## src/rtl/cactus_pkg.sv

```systemverilog
// cactus_pkg: shared constants for the small-cactus sprite ROM.
//   HEIGHT/LENGTH/DEPTH : sprite geometry (rows, pixels per row, valid words)
//   AW/DW               : address and pixel widths
//   pixel_t             : 12-bit bbbb_gggg_rrrr pixel
//   FG_COLOR/BG_COLOR   : colours of set and clear bitmap pixels
//   ROW_BITS            : bitmap, one byte per row, MSB = leftmost pixel
package cactus_pkg;

  localparam int HEIGHT = 10;
  localparam int LENGTH = 8;
  localparam int DEPTH  = HEIGHT * LENGTH;
  localparam int AW     = 16;
  localparam int DW     = 12;

  typedef logic [DW-1:0] pixel_t;

  localparam pixel_t FG_COLOR = 12'h535;
  localparam pixel_t BG_COLOR = 12'hfff;

  localparam logic [LENGTH-1:0] ROW_BITS [HEIGHT] = '{
    8'h18, 8'h18, 8'h5a, 8'h5a, 8'h5a,
    8'h7e, 8'h3c, 8'h18, 8'h18, 8'h18
  };

endpackage

```

## src/rtl/cactus_s_ip_if.sv

```systemverilog
// cactus_s_ip_if: pixel read bus between the cactus renderer and the ROM.
//   addr : linear pixel address, row*LENGTH + col (driven by master)
//   dout : pixel colour returned by the ROM (driven by slave)
interface cactus_s_ip_if;
  import cactus_pkg::*;

  logic [AW-1:0] addr;
  pixel_t        dout;

  modport master (output addr, input dout);
  modport slave  (input addr, output dout);

endinterface

```

## src/rtl/cactus_s_lut.sv

```systemverilog
// cactus_s_lut: combinational address-to-pixel map for the cactus bitmap.
//   addr : linear pixel address (full AW bits compared, no aliasing)
//   pix  : FG_COLOR for a set bitmap pixel, BG_COLOR for a clear pixel or
//          any address at or beyond DEPTH
module cactus_s_lut
  import cactus_pkg::*;
(
  input  logic [AW-1:0] addr,
  output pixel_t        pix
);

  // Each word is a constant compare against the full address, so the
  // contents follow the package constants and the range check is explicit.
  always_comb begin
    pix = BG_COLOR;
    if (addr < AW'(DEPTH)) begin
      for (int r = 0; r < HEIGHT; r++) begin
        for (int c = 0; c < LENGTH; c++) begin
          if (addr == AW'(r * LENGTH + c) && ROW_BITS[r][LENGTH-1-c])
            pix = FG_COLOR;
        end
      end
    end
  end

endmodule

```

## src/rtl/cactus_s_ip.sv

```systemverilog
// cactus_s_ip: synchronous small-cactus sprite ROM (8x10, 12-bit pixels).
//   clk   : pixel-side clock, all state on the rising edge
//   rst_n : asynchronous active-low reset, forces dout to BG_COLOR at once
//   bus   : slave side of cactus_s_ip_if (addr in, dout out)
// Read latency is 1 clock. Defining CACTUS_S_OUTREG_EN adds a second
// output register (latency 2); both stages reset to BG_COLOR.
module cactus_s_ip
  import cactus_pkg::*;
(
  input  logic          clk,
  input  logic          rst_n,
  cactus_s_ip_if.slave  bus
);

  pixel_t lut_pix;
  pixel_t stage1;

  cactus_s_lut u_lut (
    .addr (bus.addr),
    .pix  (lut_pix)
  );

  always_ff @(posedge clk or negedge rst_n) begin
    if (!rst_n) stage1 <= BG_COLOR;
    else        stage1 <= lut_pix;
  end

`ifdef CACTUS_S_OUTREG_EN
  pixel_t stage2;

  always_ff @(posedge clk or negedge rst_n) begin
    if (!rst_n) stage2 <= BG_COLOR;
    else        stage2 <= stage1;
  end

  assign bus.dout = stage2;
`else
  assign bus.dout = stage1;
`endif

endmodule

```

## src/flat_wrapper.sv

```systemverilog
// flat-port wrapper written by rule: the top's interface ports become plain ports
module cactus_s_ip_flat import cactus_pkg::*;
  (clk, rst_n, bus_addr, bus_dout);
  cactus_s_ip_if bus_i ();
  input  logic clk;
  input  logic rst_n;
  input wire logic [$bits(bus_i.addr)-1:0] bus_addr;
  output wire logic [$bits(bus_i.dout)-1:0] bus_dout;
  assign bus_i.addr = bus_addr;
  assign bus_dout = bus_i.dout;
  cactus_s_ip u_core (.clk(clk), .rst_n(rst_n), .bus(bus_i));
endmodule
```

## config.mk

```make
export PLATFORM = sky130hd
export DESIGN_NAME = cactus_s_ip_flat
export DESIGN_NICKNAME = d
export VERILOG_FILES = /design/src/rtl/cactus_pkg.sv /design/src/rtl/cactus_s_ip_if.sv /design/src/rtl/cactus_s_lut.sv /design/src/rtl/cactus_s_ip.sv /design/src/flat_wrapper.sv
export SDC_FILE = /design/constraint.sdc
export NUM_CORES = 1
export LEC_CHECK = 0
export ABC_AREA = 1
export BUFFER_PORTS_ARGS = -buffer_cell sky130_fd_sc_hd__buf_2
export CORE_AREA = 5 5 42 44
export CTS_CLUSTER_DIAMETER = 60
export DETAILED_ROUTE_END_ITERATION = 12
export DIE_AREA = 0 0 47 49
export GPL_ROUTABILITY_DRIVEN = 0
export PLACE_DENSITY = 0.5
export RECOVER_POWER = 50
export SLEW_MARGIN = 20
export SYNTH_ARGS = -nofsm -noshare
export SYNTH_HDL_FRONTEND = slang
export SYNTH_SLANG_ARGS = --single-unit
```

## constraint.sdc

```tcl
create_clock -name clk -period 0.9 [get_ports clk]
set_clock_uncertainty 0.05 [all_clocks]
set_input_delay 0.18 -clock clk [delete_from_list [all_inputs] [get_ports clk]]
set_output_delay 0.18 -clock clk [all_outputs]
set_load 0.02 [all_outputs]
```

Word level (Yosys, flattened, before mapping)
Index checks and enable logic that the tools add are counted.
W data, S select, Z words.
- output and inout bits: 12
- latch bits: 0
- register bits after elaboration: 12
- memories kept: 0
- bits in writable memories: 0
- ROM bits: 0
- muxes and demuxes: 33
- bitwise gates (word level): 0
- multiply operators: 0
- $lt $le $gt $ge: 1
- shifts and indexed selects: 0
- div/mod/pow operators: 0
- reduce and logical (&&, ||, !) cells: 0
- add/subtract/negate cells: 0
- equality and inequality tests: 32
- operators by type and width (operator ; count):
    $mux W12 ; 33
    $eq A16 B6 Y1 const B ; 16
    $eq A16 B5 Y1 const B ; 8
    $eq A16 B7 Y1 const B ; 4
    $eq A16 B4 Y1 const B ; 2
    $eq A16 B2 Y1 const B ; 1
    $eq A16 B3 Y1 const B ; 1
    $lt A16 B7 Y1 const B ; 1

Longest topological paths before layout
Gate-level depths: netlist of the first run.
- word-level depth: 34
- mapped depth: 6
- depth with buffers taken out: 6

Hierarchy
A second synthesis of the first run with hierarchy kept.
- cells, all modules: 60
- area, all modules: 555.5 µm²
- by module, submodules not included (module ; times used ; sequential area each (µm²) ; cells an instance ; area each (µm²)):
    cactus_s_ip ; 1 ; 315.3 ; 12 ; 315.3
    cactus_s_lut ; 1 ; 0.0 ; 48 ; 240.2

Worst setup path before layout of the first run
OpenSTA, ideal clock, no wires.
- path kind: register to output
- start: register, netlist name u_core.bus.dout[9]
- end: output bus_dout[11]
- cell stages (with the launch flop): 2
- path buffers: 1
- slack: -0.097 ns
- arrival time: 0.767 ns
- path through: dfstp_2 buf_4
- RTL lines (what ; line ; RTL):
    end, declared ; flat_wrapper.sv:8 ; output wire logic [$bits(bus_i.dout)-1:0] bus_dout;

==> impl_metrics.tcl, run 1 <==
set metrics [dict create \
    outcome "complete, but fails checks" \
    failed_checks "setup timing" \
    crit_path_max_fanout 6 \
    syn2layout_area_growth_pct 46.41 \
    ys_types 11 \
    syn_avg_cell_area_um2 5.337 \
    antenna_left 0 \
    post-route-min-period_ns 0.9270 \
    dr.pass1.iters 1 \
    leakage_nw 0.2308 \
    hpwl_um 546.9 \
    final_util_pct 27.32 \
    ir_drop_v 0.00009459 \
    crit_buf_inv 1 \
    critPathTopFamily "flip-flops" \
    path_cells "buf_4" \
    largest_register_ffs 1 \
    viasPerCell 3.537 \
    hold_path_class "in2async" \
    cp_data_required_time_ns 0.67 \
    grt_remaining_overflow 0 \
    fp.dieH_um 49 \
    fin_ws_ns -0.02700 \
    drc 0 \
    setup_viol 6 \
    p_per_area_nw_per_um2 447.8 \
    cp-start-kind "flip-flop" \
    wl_per_cell_um 7.317 \
    rsz0062_at_grt "true" \
    grt_pass1_wl_um 855 \
    layout-drive-gt1-share_pct 45.45 \
    synth_cells 49 \
    antenna_found_initial 0 \
    critPathKind "reg2out" \
    total_power_mw 0.1715 \
    cp-end-kind "primary output" \
    num_vias 290 \
    drv_cap 0 \
    synth-seq-cells 1 \
    core-area_um2 1401 \
    crit_path_max_incr_delay_ns 0.55 \
    totalWireLength_um 600 \
    die_width_um 47 \
    crit_arrival_ns 0.70 \
    netlist_area_um2 261.5 \
    drt_iter0_drc 0 \
    nets 86 \
    fmax_mhz 1079 \
    final_common_cell "buf_2" \
    hold_viol_final 0 \
    start_util_pct 18.66 \
    placementRows 14 \
    final_cell_mix "buf_2 (14), nand2_1 (12), nor2_1 (10)" \
    yosysWarnings 0 \
    portBuffers 23 \
    dieArea_um2 2303 \
    grt_usage_pct 4.568 \
    slowest_stage "dfstp_2" \
    slew_viol_final 0 \
    post-route-period-util_pct 103.0 \
    grt_pass1_vias 245 \
    io_pins 30 \
    antenna_cells 0 \
    grt_start_max_net_pins 7 \
    synth-seq-area-share_pct 10.05 \
    clk_pin_slew_worst_paths_ns 0 \
]
==> what timing repair did <==
item | CTS | global route
pin swaps | 0 | 6
setup buffers | 0 | 0
resized for setup | 6 | 14
hold buffers | 0 | 0
endpoints found under the setup margin | 6 | 7
==> metal layers <==
layer,vias up,share of wire [%],GRT usage [%]
met5,-,0,0
met4,0,0,0
met3,0,20,0.3690
met2,20,41,8.371
met1,105,39,5.895
li1,165,-,-
==> worst max path at each step <==
stage	end	depth (start not counted)	slack, ns	from
3_5_place_dp	bus_dout[6]	1	-0.03	u_core.bus.dout[9]
2_1_floorplan	bus_dout[11]	1	-0.1	u_core.bus.dout[9]
3_3_place_gp	bus_dout[6]	1	-0.02	u_core.bus.dout[9]
5_1_grt	bus_dout[9]	1	-0.05	u_core.bus.dout[9]
4_1_cts	bus_dout[6]	1	-0.03	u_core.bus.dout[9]
6_report	bus_dout[6]	1	-0.03	u_core.bus.dout[9]
==> report_power, final <==
| group | internal, mW | total (mW) | switching [mW] |
|---|---|---|---|
| Sequential | 0.0459 | 0.0459 | 0.0000325 |
| Combinational | 0.0580 | 0.126 | 0.0676 |
| Clock | 0 | 0 | 0 |
==> logic make-up after synthesis <==
logic type / Yosys count / share of synthesized area, %
simple gates: 27 / 41.63
other cells: 1 / 1.434
flops: 1 / 10.05
xor+xnor: 1 / 3.350
buf+inv: 18 / 41.63
compound gates: 1 / 1.912
==> per-stage QoR <==
step                      cells  TNS, ns  area [um^2]  hold slack (ns)  setup slack [ns]
after floorplan              54  -0.4854        280.3         -0.01784          -0.09708
after detailed placement     82  -0.1867        332.8          0.06696          -0.03422
after CTS                    82  -0.1713        347.8          0.06735          -0.03035
after global placement       82  -0.1415        332.8          0.06295          -0.02397
after global routing         82  -0.2921        382.9          0.07143          -0.05040
final                        82  -0.1586        382.9          0.06484          -0.02700
==> cells in the mapped netlist <==
| master | count | area, um^2 |
|---|---|---|
| o21ai_0 | 1 | 5.000 |
| nand3_1 | 3 | 15.01 |
| nor2_1 | 10 | 37.54 |
| inv_2 | 1 | 3.750 |
| conb_1 | 1 | 3.750 |
| nor3b_1 | 1 | 7.510 |
| dfstp_2 | 1 | 26.28 |
| xnor2_1 | 1 | 8.760 |
| inv_1 | 6 | 22.52 |
| nand2_1 | 13 | 48.80 |
| buf_4 | 11 | 82.58 |
==> area by class of cell <==
cell class                 instances  area [um^2]
tap                               16        20.02
timing repair buffer              23        152.6
multi-input combinational         35        157.7
inverter                           7        26.28
fill                             166         1018
sequential                         1        26.28
Power figures use the tool's default switching activity.
==> inputs of run 2 (changes only) <==
Settings changed: ABC_AREA 1 to unset, PLACE_DENSITY 0.5 to 0.45.
==> run 2 against run 1 <==
The flow still finishes with violations (setup timing); die area unchanged; maximum frequency down 5.3%; utilization decreased by 4.5 points; sequential share of layout area is 1.3 points higher; combinational power shrank 27%; wire length shrank 8.3%; critical endpoint is now u_core.bus.dout[9]; highest routed layer unchanged.
==> impl_metrics.tcl, run 2 <==
set metrics [dict create \
    leakage_nw 0.1599 \
    ys_top_cells_by_area "buf_4 (40%), dfstp_2 (13%), xnor2_1 (8.5%), o21ai_0 (4.9%), and4_1 (4.3%)" \
    wl_per_cell_um 9.167 \
    dr.pass1.iters 1 \
    crit_path_max_fanout 3 \
    total_power_mw 0.1381 \
    final_util_pct 22.86 \
    path_cells "buf_2 > xnor2_1 > nor4b_2 > o2111ai_1" \
    hpwl_um 526.7 \
    portBuffers 23 \
    synthMuxAreaShare_pct 0 \
    io_pins 30 \
    die_width_um 47 \
    synthSimpleGateAreaFrac_pct 17.68 \
    grt_pass1_wl_um 731 \
    cp-start-kind "input pin" \
    grt_usage_pct 4.006 \
    syn2layout_area_growth_pct 56.10 \
    fin_ws_ns -0.07856 \
    ys_types 14 \
    clk_pin_slew_worst_paths_ns 0 \
    yosysWarnings 0 \
    antenna_left 0 \
    crit_path_max_incr_delay_ns 0.24 \
    synth_top_area_cell "buf_4" \
    viasPerCell 3.667 \
    synth_commonest_cells "buf_4 (11), nor2_1 (2), o21ai_0 (2), xnor2_1 (2)" \
    drc 0 \
    final_common_cell "buf_2" \
    ir_drop_v 0.0001123 \
    drt_iter0_drc 0 \
    post-route-period-util_pct 108.7 \
    synth_fa_ha_area_share_pct 0 \
    grt_remaining_overflow 0 \
    setup_viol 7 \
    post-route-min-period_ns 0.9786 \
    synth_cells 27 \
    cp-end-kind "flip-flop" \
    crit_arrival_ns 0.83 \
    dieArea_um2 2303 \
    synth-xor-area-share_pct 12.80 \
    placementRows 14 \
    nets 64 \
    syn_avg_cell_area_um2 7.600 \
    start_util_pct 14.64 \
    synth-async-reset-ratio_pct 100.0 \
    fp.dieH_um 49 \
    synth_compound_area_share_pct 12.80 \
    synth-seq-area-share_pct 12.80 \
    antenna_found_initial 0 \
    slew_viol_final 0 \
    core-area_um2 1401 \
    critPathKind "in2reg" \
    crit_buf_inv 1 \
    timing.hold.ws_ns 0.06519 \
    synth_ff_type "dfstp_2" \
    drv_cap 0 \
    hold_path_class "in2async" \
    totalWireLength_um 550 \
    synth_edf_count 0 \
    grt_pass1_vias 186 \
    rsz0062_at_grt "true" \
    hold_viol_final 0 \
    critPathTopFamily "simple AND/OR/NAND/NOR gates" \
    hold_buffers 0 \
    num_vias 220 \
    layout-drive-gt1-share_pct 56.82 \
    netlist_area_um2 205.2 \
    largest_register_ffs 1 \
    synth_top_area_share_pct 40.24 \
    synth-seq-cells 1 \
    antenna_cells 0 \
    fillers 157 \
    tns_ns -0.4623 \
    slowest_stage "nor4b_2" \
    failed_checks "setup timing" \
    outcome "complete, but fails checks" \
    grt_start_max_net_pins 7 \
    synth.most_common_cell "buf_4" \
    synth_top_family_by_area "buffers and inverters" \
    final_cell_mix "buf_2 (17), conb_1 (6), buf_6 (6)" \
    fmax_mhz 1022 \
    p_per_area_nw_per_um2 431.1 \
    cp_data_required_time_ns 0.75 \
]
==> run 2: logic make-up after synthesis <==
group                     after synthesis
buffers and inverters                  12
and+or+nand+nor                         6
AOI/OAI and AO/OA                       4
xor gates and xnor gates                3
DFF                                     1
other                                   1
==> run 2: final cells by class <==
type,count,area (um^2),share of cell area (%)
flip-flops and latches,1,26.28,8.203
multi-input cells,19,117.6,36.72
inverters,1,3.754,1.172
repair buffers,23,152.6,47.66
well taps,16,20.02,6.250
==> run 2: worst max-delay path by stage <==
stage | startpoint | end | slack (ns) | cells after the start
2_1_floorplan | u_core.bus.dout[9] | bus_dout[11] | -0.1 | 1
3_3_place_gp | bus_addr[4] | u_core.bus.dout[9] | -0.13 | 4
3_5_place_dp | bus_addr[4] | u_core.bus.dout[9] | -0.21 | 4
4_1_cts | bus_addr[4] | u_core.bus.dout[9] | -0.10 | 4
5_1_grt | bus_addr[4] | u_core.bus.dout[9] | -0.17 | 4
6_report | bus_addr[4] | u_core.bus.dout[9] | -0.08 | 4
==> run 2: power by group <==
| group | internal (mW) | leakage (nW) | switching [mW] |
|---|---|---|---|
| logic | 0.0406 | 0.149 | 0.0516 |
| registers | 0.0459 | 0.0105 | 0.0000646 |
| clock network | 0 | 0 | 0 |
| total | 0.0864 | 0.160 | 0.0516 |
==> run 2: through the flow <==
stage | std cells | setup slack (ns) | cell area (um^2)
2_1_floorplan | 32 | -0.09708 | 224.0
3_3_place_gp | 60 | -0.1334 | 276.5
3_5_place_dp | 60 | -0.2071 | 276.5
4_1_cts | 60 | -0.1047 | 316.6
5_1_grt | 60 | -0.1662 | 320.3
6_report | 60 | -0.07856 | 320.3
==> run 2: layer usage <==
layer	up-vias	wire length (um)	GRT usage [%]
li1	110	-	-
met1	88	186	4.803
met2	22	258	7.466
met3	0	105	0.7380
met4	0	0	0
met5	-	0	0
==> run 2: what timing repair did <==
action | 4_1_cts | 5_1_grt
gates resized for setup | 12 | 1
buffers inserted | 0 | 0
setup endpoints to repair | 7 | 7
gates cloned | 0 | 0
==> inputs of run 3 (changes only) <==
==> constraint.sdc (replaced) <==
create_clock -name clk -period 0.9 [get_ports clk]
set_clock_uncertainty 0.05 [all_clocks]
set_input_delay 0.045 -clock clk [delete_from_list [all_inputs] [get_ports clk]]
set_output_delay 0.045 -clock clk [all_outputs]
set_load 0.02 [all_outputs]
==> run 3 against run 2 <==
The run now ends clean; final cell count up 1.7%; maximum frequency up 16%; worst hold slack better by 0.24 ns; global-route usage down 0.070 points; sequential share of layout area up 0.77 points; total power up 2.3%; critical endpoint unchanged; largest cell class unchanged; largest power group unchanged.
==> impl_metrics.tcl, run 3 (same netlist as run 2, synthesis figures left out) <==
set metrics [dict create \
    p_per_area_nw_per_um2 482.5 \
    leakage_nw 0.1448 \
    rsz0062_at_grt "true" \
    cp-start-kind "input pin" \
    crit_arrival_ns 0.69 \
    layout-drive-gt1-share_pct 55.56 \
    drv_cap 0 \
    portBuffers 23 \
    fillers 164 \
    clk_pin_slew_worst_paths_ns 0 \
    fin_ws_ns 0.05644 \
    slew_viol_final 0 \
    nets 65 \
    totalWireLength_um 557 \
    core-area_um2 1401 \
    crit_path_max_fanout 3 \
    grt_pass1_wl_um 717 \
    cp_data_required_time_ns 0.75 \
    wl_per_cell_um 9.131 \
    hold_path_class "in2reg" \
    hpwl_um 526.7 \
    timing.hold.ws_ns 0.3065 \
    final_cell_mix "buf_2 (21), conb_1 (6)" \
    placementRows 14 \
    multi_input_area_um2 117.6 \
    antenna_found_initial 0 \
    seq_area_um2 26.28 \
    cp-end-kind "flip-flop" \
    design_area_um2 292.8 \
    num_vias 221 \
    fin_cells 61 \
    fp.dieH_um 49 \
    placed_area_um2 276.5 \
    dr.pass1.iters 1 \
    setup_viol 0 \
    drc 0 \
    antenna_cells 0 \
    syn2layout_area_growth_pct 42.68 \
    grt_usage_pct 3.935 \
    ir_drop_v 0.0001157 \
    die_width_um 47 \
    drt_iter0_drc 0 \
    fmax_mhz 1185 \
    grt_pass1_vias 183 \
    cts_setup_buffers 0 \
    dp_cells 60 \
    dp_slack_ns -0.07210 \
    dieArea_um2 2303 \
    grt_remaining_overflow 0 \
    post-route-period-util_pct 93.73 \
    critPathKind "in2reg" \
    grt_start_max_net_pins 7 \
    outcome "finished clean" \
    start_util_pct 14.64 \
    largest_register_ffs 1 \
    io_pins 30 \
    total_power_mw 0.1413 \
    viasPerCell 3.623 \
    post-route-min-period_ns 0.8436 \
    final_common_cell "buf_2" \
    antenna_left 0 \
    hold_viol_final 0 \
]
## run 3: area by class of cell
class | count | area share (%)
timing repair buffer | 24 | 42.74
multi-input combinational | 19 | 40.17
sequential | 1 | 8.974
tap | 16 | 6.838
inverter | 1 | 1.282
## run 3: stage by stage
step / utilization (%) / setup TNS [ns]
after floorplan: - / 0
after global placement: 19.73 / 0
after detailed placement: 19.73 / -0.07210
after CTS: 20.89 / 0
after global routing: 20.89 / -0.03120
final: 20.89 / 0
## run 3: path summary, 6_finish.rpt
check	start	endpoint	slack (ns)	depth (start not counted)
worst max-delay path	bus_addr[4]	u_core.bus.dout[9]	0.06	4
worst min-delay path	bus_addr[1]	u_core.bus.dout[9]	0.31	3
max in group asynchronous	rst_n	u_core.bus.dout[9]	0.31	2
min in group asynchronous	rst_n	u_core.bus.dout[9]	0.47	2
## run 3: per-layer routing
layer | track usage [%] | share of wire, %
met4 | 0 | 0
met2 | 7.240 | 45
met5 | 0 | 0
met1 | 4.803 | 35
met3 | 0.7380 | 20
## run 3: repair_timing
action,CTS,global route
hold buffers,1,0
endpoints found under the setup margin,1,1
gates resized for setup,1,0
endpoints found under the hold margin,1,0
## run 3: power by group
part           internal [mW]  switching (mW)  leakage (nW)
logic                 0.0432          0.0522         0.134
registers             0.0459       0.0000285        0.0105
clock network              0               0             0
total                 0.0891          0.0522         0.145
## run 3: worst max-delay path, cell delays in order
cell       delay (ns)
buf_2            0.12
xnor2_1          0.13
nor4b_2          0.24
o2111ai_1        0.15
